$ cat src/rtl/card_deal_generator.sv
// card_deal_generator: deals 2*N_PAIRS palette-coloured cards in a random order
// and writes them to the card register file.
// The order comes from a Fisher-Yates shuffle driven by a free-running LFSR.
// Ports:
//   clk, rst       clock; asynchronous active-low reset
//   start          deal request, honoured only while idle
//   busy           high in every state except idle
//   done           one-cycle pulse after the last card write is accepted
//   wr_en/wr_ready write valid/ready handshake toward the regfile
//   wr_addr        BASE_ADDR + slot index
//   wr_data        {RGB444 colour, discovered=0, active=1}
module card_deal_generator #(
   parameter int unsigned N_PAIRS   = 6,
   parameter int unsigned ADDR_W    = 4,
   parameter int unsigned BASE_ADDR = 1,
   parameter logic [15:0] LFSR_SEED = 16'hACE1
) (
   input  logic              clk,
   input  logic              rst,
   input  logic              start,
   output logic              busy,
   output logic              done,
   output logic              wr_en,
   input  logic              wr_ready,
   output logic [ADDR_W-1:0] wr_addr,
   output logic [13:0]       wr_data
);

   localparam int unsigned N_CARDS = 2 * N_PAIRS;
   localparam int unsigned SLOTS   = 16;
   localparam int unsigned IDX_W   = 4;
   localparam logic [15:0] TAPS    = 16'hB400;

   typedef enum logic [2:0] {S_IDLE, S_INIT, S_SHUFFLE, S_WRITE, S_DONE} state_t;

   state_t            state, state_n;
   logic [15:0]       lfsr, lfsr_n;
   logic [2:0]        perm   [SLOTS];
   logic [2:0]        perm_n [SLOTS];
   logic [IDX_W-1:0]  idx, idx_n, r;
   logic              busy_n, done_n, wr_en_n;
   logic [ADDR_W-1:0] wr_addr_n;
   logic [13:0]       wr_data_n;

   // Smallest all-ones mask covering i, keeps the rejection rate below one half.
   function automatic logic [IDX_W-1:0] mask_of(input logic [IDX_W-1:0] i);
      if (i <= IDX_W'(1))      return IDX_W'(1);
      else if (i <= IDX_W'(3)) return IDX_W'(3);
      else if (i <= IDX_W'(7)) return IDX_W'(7);
      else                     return IDX_W'(15);
   endfunction

   function automatic logic [11:0] palette(input logic [2:0] p);
      case (p)
         3'd0:    return 12'hF00;
         3'd1:    return 12'h0F0;
         3'd2:    return 12'h00F;
         3'd3:    return 12'h0FF;
         3'd4:    return 12'hF0F;
         3'd5:    return 12'hFF0;
         3'd6:    return 12'hFFF;
         default: return 12'h0AA;
      endcase
   endfunction

   assign r = lfsr[IDX_W-1:0] & mask_of(idx);

   // Next state, slot array and registered-output values.
   always_comb begin
      state_n   = state;
      idx_n     = idx;
      perm_n    = perm;
      lfsr_n    = {1'b0, lfsr[15:1]} ^ (lfsr[0] ? TAPS : 16'h0000);
      wr_addr_n = wr_addr;
      wr_data_n = wr_data;

      case (state)
         S_IDLE: begin
            if (start) state_n = S_INIT;
         end
         S_INIT: begin
            for (int k = 0; k < int'(SLOTS); k++) perm_n[k] = 3'(k >> 1);
            idx_n   = IDX_W'(N_CARDS - 1);
            state_n = S_SHUFFLE;
         end
         S_SHUFFLE: begin
            // Draws above i are rejected and retried with the next LFSR value.
            if (r <= idx) begin
               perm_n[idx] = perm[r];
               perm_n[r]   = perm[idx];
               if (idx == IDX_W'(1)) begin
                  idx_n   = '0;
                  state_n = S_WRITE;
               end else begin
                  idx_n = idx - IDX_W'(1);
               end
            end
         end
         S_WRITE: begin
            if (wr_en && wr_ready) begin
               if (idx == IDX_W'(N_CARDS - 1)) state_n = S_DONE;
               else                            idx_n   = idx + IDX_W'(1);
            end
         end
         S_DONE: begin
            state_n = S_IDLE;
         end
         default: state_n = S_IDLE;
      endcase

      // Outputs are derived from the upcoming state so they register in step with it.
      wr_en_n = (state_n == S_WRITE);
      done_n  = (state_n == S_DONE);
      busy_n  = (state_n != S_IDLE);
      if (state_n == S_WRITE) begin
         wr_addr_n = ADDR_W'(BASE_ADDR) + ADDR_W'(idx_n);
         wr_data_n = {palette(perm_n[idx_n]), 2'b01};
      end
   end

   // State and output registers.
   always_ff @(posedge clk or negedge rst) begin
      if (!rst) begin
         state   <= S_IDLE;
         lfsr    <= LFSR_SEED;
         perm    <= '{default: '0};
         idx     <= '0;
         busy    <= 1'b0;
         done    <= 1'b0;
         wr_en   <= 1'b0;
         wr_addr <= '0;
         wr_data <= '0;
      end else begin
         state   <= state_n;
         lfsr    <= lfsr_n;
         perm    <= perm_n;
         idx     <= idx_n;
         busy    <= busy_n;
         done    <= done_n;
         wr_en   <= wr_en_n;
         wr_addr <= wr_addr_n;
         wr_data <= wr_data_n;
      end
   end

endmodule

$ cat config.mk
export PLATFORM = sky130hd
export DESIGN_NAME = card_deal_generator
export DESIGN_NICKNAME = d
export VERILOG_FILES = /design/src/rtl/card_deal_generator.sv
export SDC_FILE = /design/constraint.sdc
export NUM_CORES = 1
export LEC_CHECK = 0
export CAP_MARGIN = 20
export CORE_MARGIN = 4
export CORE_UTILIZATION = 30
export DETAILED_ROUTE_END_ITERATION = 16
export PLACE_DENSITY_LB_ADDON = 0.08
export SKIP_LAST_GASP = 1
export SYNTH_ARGS = -nofsm -noshare
export SYNTH_HDL_FRONTEND = slang
export SYNTH_SLANG_ARGS = --single-unit
$ cat constraint.sdc
create_clock -name clk -period 4.3 [get_ports clk]
set_input_delay 0.86 -clock clk [delete_from_list [all_inputs] [get_ports clk]]
set_output_delay 0.86 -clock clk [all_outputs]
set_load 0.03 [all_outputs]
# Word-level counts from Yosys, hierarchy flattened
# Cells that the tools add are included.
# totals
reg_bits	91
latchBits	0
ramBits	0
rom_bits	0
input_bits	4
output_inout_bits	21
wordCells	93
memories	0
# classes
addsub	3
mul	0
div	0
order_cmp	9
eq_ne	13
shift	0
muxes	33
n_bitwise	5
n_reduce_logical	6
# ops
cell	n
$bwmux W48	2
$pmux W48 S2	1
$pmux W12 S7	1
$mux W48	1
$mux W3	13
$bmux W3 S4	3
$mux W4	7
$demux W3 S4	2
$mux W16	1
$xor A15 B16 Y16	1
$eq A3 B2 Y1 const B	5
$ge A5 B5 Y1 const B	3
$not A4 Y5	3
$eq A3 B3 Y1 const B	4
$pmux W3 S4	1
$pmux W4 S3	1
$lt A5 B1 Y1 const B	2
$eq A3 B1 Y1 const B	2
$logic_not A3 Y1	2
$add A1 B4 Y4 const A	1
$add A4 B1 Y4 const B	1
$and A4 B4 Y4	1
$eq A4 B1 Y1 const B	1
$eq A4 B4 Y1 const B	1
other kinds (7)	9

# Logic depth before layout (Yosys ltp)
# depth
word_depth	18
depth_mapped	19
mapped_depth_nobuf	16

# Worst setup path after synthesis
# No wires, ideal clock.
# synth_timing
kind	flip-flop to flip-flop
from	register idx[3]
to	register wr_data[4]
setup_ns	0.077
arrival_time_ns	4.028
t_required_ns	4.223
setup_slack_ns	0.196
stages_incl_launch_ff	18
path_buffers	4
cell_sequence	dfrtp_1 > buf_6 > clkbuf_1 > clkinv_1 > ha_1 > and4bb_2 > a22oi_1 > and2_1 > clkbuf_1 > a31oi_1 > o211ai_1 > buf_2 > nor2_4 > o41ai_1 > a221oi_2 > nor3_1 > mux2_1 > o21ai_1
# synth_via
elab_chain_len	18
# synth_lines
element	line_no	rtl
start: declaration	40	logic [IDX_W-1:0] idx, idx_n, r;
start signal: assignment	137	idx <= idx_n;
$le A4 B3 Y1	49	else if (i <= IDX_W'(7)) return IDX_W'(7);
$mux W4	49	
$mux W4	48	else if (i <= IDX_W'(3)) return IDX_W'(3);
$mux W4	47	if (i <= IDX_W'(1)) return IDX_W'(1);
$and A4 B4 Y4	66	assign r = lfsr[IDX_W-1:0] & mask_of(idx);
$not A4 Y5 (implied by the code)	89, 90	
$ge A5 B5 Y1 (implied by the code), or another cell as far along	90	perm_n[r] = perm[idx];
$logic_and A1 B1 Y1 (implied by the code) or $mux W3 (tied branches)	90, 89	
$mux W3, on equally long branches	90, 89	
$demux W3 S4 or $bwmux W48 (tied branches)	90, 89	
$bwmux W48	90	
$mux W48	88	if (r <= idx) begin
$pmux W48 S2	77	case (state)
$bmux W3 S4	117	wr_data_n = {palette(perm_n[idx_n]), 2'b01};
$mux W3 (implied by the code) (2 in series)	117	
$eq A3 B3 Y1, or another cell as far along	54	case (p)
$pmux W12 S7	54	
end signal: assignment	142	wr_data <= wr_data_n;
end: declaration	26	output logic [13:0] wr_data
# Several ways; a longest one is shown, not always the timed one. The select of a mux whose other input is x is not followed.
# A chain may end at the register's enable or synchronous reset.

==> results.ini <==
[final_layout]
area_growth_pct = 27.0
stdcell_count = 1145
regArea_um2 = 2110
multi_input_comb_area_um2 = 4100
final_cell_area_um2 = 8270
mostFrequentLayoutCells = buf_4 (129), nand2_1 (84), dfrtp_1 (75), nor2_1 (50), o21ai_0 (49)
final_common_cell = buf_4
nets = 878
num_antenna_cells = 0
finish.utilization_pct = 39.1
drive_gt1_share_pct = 27.0
n_fill_cell = 2153

[route]
antenna_left = 0
wire_per_inst_um = 29.0
wl_um = 33200
vias = 7150
drc = 0
first_pass_iters = 5
via_per_inst = 6.24
first_iter_violations = 826

[floorplan]
die_w_um = 155
rows = 53
initial_utilization_pct = 30.8
die_area_um2 = 24100
die_h_um = 155
pin_count = 25
core_area_um2 = 21200

[global_routing]
grt_overflow = 0
grt_pass1_vias = 6959
antenna_found_initial = 0
grt_max_degree = 54
grt_pass1_wl_um = 48500
grt_usage_pct = 27.3

[placed_design]
dp_slack_ns = -0.0125
port_buffers = 23
place_inst = 1126
detailed_place.area_um2 = 7870
gp_congestion = 1.00
dp_hpwl_um = 25600

[synthesis]
seq_area_frac_synth_pct = 32.4
synth_top_family_by_area = compound AO/OA/AOI/OAI gates
synth_edf_count = 0
syn_inst = 748
synthFlopType = dfrtp_1
synth_nets = 761
synthMuxAreaShare_pct = 9.92
yosys.area_share.simple_pct = 21.8
synth_area_um2 = 6510
synth_compound_area_share_pct = 27.2
synth.avg_cell_area_um2 = 8.70
synth-seq-cells = 84
synth_warnings = 0
synth_xor_area_share_pct = 0.942
yosysUniqueCellTypes = 98
synthAdderAreaFrac_pct = 1.88
ys_async_sr_fraction_pct = 100

[timing]
fmax_mhz = 238
worst_pin_slew_ns = 0.830
worst_slack_ns = 0.0958
slew_headroom_pct = 44.2
setup_viol = 0
skew_ns = 0.0108
period_needed_ns = 4.20
hold_viol = 0
period_share_pct = 97.8
finalMaxSlewViolations = 0

[clocking]
htreeDepth = 3
clk_pin_slew_ns = 0.07
cts_buffers = 9
cts.sinks = 84
clock_latency_ns = 0.36
max-clock-path-buffers = 2
cts_tree = built
cts-root-buf = clkbuf_16

[power]
vdd_drop_max_uv = 291
switching_power_mw = 3.36
combPwrFrac_pct = 68.7
power.density_nw_per_um2 = 797
pwr-share-seq_pct = 19.2
clkPwrFrac_pct = 12.1
power_leakage_nw = 3.41
switching_share_pct = 51.1
p_int_mw = 3.23

[min_path]
hold-path-endpoint = lfsr[8]$_DFF_PN0_
worstHoldStart = lfsr[9]$_DFF_PN0_
holdPathStages = 0
hp-class = register to register

[worst_setup_path]
worstPathArrival_ns = 4.50
start_kind = register
r2r_setup_slack_ns = 0.1
path_class = register to register
cp_data_required_time_ns = 4.59
crit_fanout = 7
r2r-start = idx[2]$_DFF_PN0_
r2r_cells = 17
r2r-end = wr_data[12]$_DFFE_PN0P_
cp-end-kind = register

[job]
drv_cap = 0

[status]
outcome = finished, final reports clean

[worst max-delay path by stage]
stage / startpoint / to / slack [ns] / depth (start not counted)
2_1_floorplan: idx[3]$_DFF_PN0_ / wr_data[4]$_DFFE_PN0P_ / 0.20 / 17
3_3_place_gp: idx[3]$_DFF_PN0_ / wr_data[8]$_DFFE_PN0P_ / -0.23 / 15
3_5_place_dp: idx[0]$_DFF_PN0_ / wr_data[12]$_DFFE_PN0P_ / -0.01 / 13
4_1_cts: idx[2]$_DFF_PN0_ / wr_data[12]$_DFFE_PN0P_ / 0.02 / 18
5_1_grt: idx[2]$_DFF_PN0_ / wr_data[12]$_DFFE_PN0P_ / -0.03 / 17
6_report: idx[2]$_DFF_PN0_ / wr_data[12]$_DFFE_PN0P_ / 0.1 / 17
[routing by layer]
metal	track usage [%]	wire length, µm	up-vias
met5	0	0	-
met4	11.3	1490	0
met3	3.78	2460	71
met2	42.5	14800	387
met1	38.3	14400	3595
li1	-	-	3097
[what timing repair did]
item,in CTS,in global routing
pin swaps,0,4
setup endpoints to repair,1,5
gates resized for setup,2,20
hold buffers,0,0
buffers inserted,0,3
[power by group through the flow]
stage / sequential, mW / combinational [mW] / clock, mW
after global routing: 1.28 / 4.76 / 0.843
final: 1.26 / 4.53 / 0.799
after global placement: 1.27 / 4.37 / 0
after CTS: 1.25 / 4.36 / 0.817
after floorplan: 1.23 / 2.39 / 0
after detailed placement: 1.27 / 4.34 / 0
[critical path, stage by stage (launching register included)]
cell,delay [ns]
dfrtp_1,0.48
o21a_1,0.26
ha_1,0.30
buf_4,0.12
nand3_1,0.13
and2_1,0.22
o31a_1,0.37
o31ai_2,0.22
buf_4,0.23
buf_4,0.22
o21ai_0,0.14
nand2_1,0.09
o221ai_1,0.19
o21ba_2,0.27
o211ai_1,0.10
nand4_1,0.25
maj3_1,0.43
o21ai_1,0.13
[flip-flops by register name, indices dropped and copies added, names as in the netlist]
register / count
busy: 1
done: 1
idx: 4
lfsr: 16
perm: 48
state: 3
wr_addr: 4
wr_data: 6
wr_en: 1
[synth_stat cells, types with 9 or more instances]
master    instances  area share [%]
nand4_1           9            0.86
nor3_1           32             2.5
and2_1           11             1.1
buf_2            20             1.5
o211ai_1         16             1.8
inv_1            14            0.81
nor2_1           50             2.9
mux4_2           17             5.9
nand2_1          85             4.9
a21oi_1          44             3.4
dfrtp_1          76              29
nand3_1          26             2.0
mux2i_1          18             2.8
ha_1              9             1.7
a31oi_1          17             1.6
clkbuf_1         19             1.1
buf_4            11             1.3
and3_1            9            0.86
o21ai_0          51             3.9
[per-stage QoR]
step	hold WS, ns	power (mW)	setup TNS (ns)
after floorplan	0.331	3.62	0
after global placement	0.340	5.64	-0.938
after detailed placement	0.335	5.61	-0.0125
after CTS	0.350	6.43	0
after global routing	0.356	6.89	-0.0641
final	0.348	6.59	0
[kinds of logic (layout without fill, tap and decap cells)]
family                     after synthesis  count (layout)
xor gates and xnor gates                 7               7
DFF                                     84              84
AOI/OAI and AO/OA                      247             247
and+or+nand+nor                        281             281
muxes                                   42              42
buffers and inverters                   76             198
other                                    1               1
adders and majority gates               10              10
[final cells by class]
| class | count | area share, % |
|---|---|---|
| clock inverters | 6 | 0.560 |
| multi-input cells | 588 | 49.5 |
| inverters | 22 | 1.03 |
| repair buffers | 160 | 16.3 |
| clock buffers | 10 | 2.89 |
| flip-flops and latches | 84 | 25.6 |
| well taps | 275 | 4.16 |
Note: power is estimated with default switching activity, not from simulation.
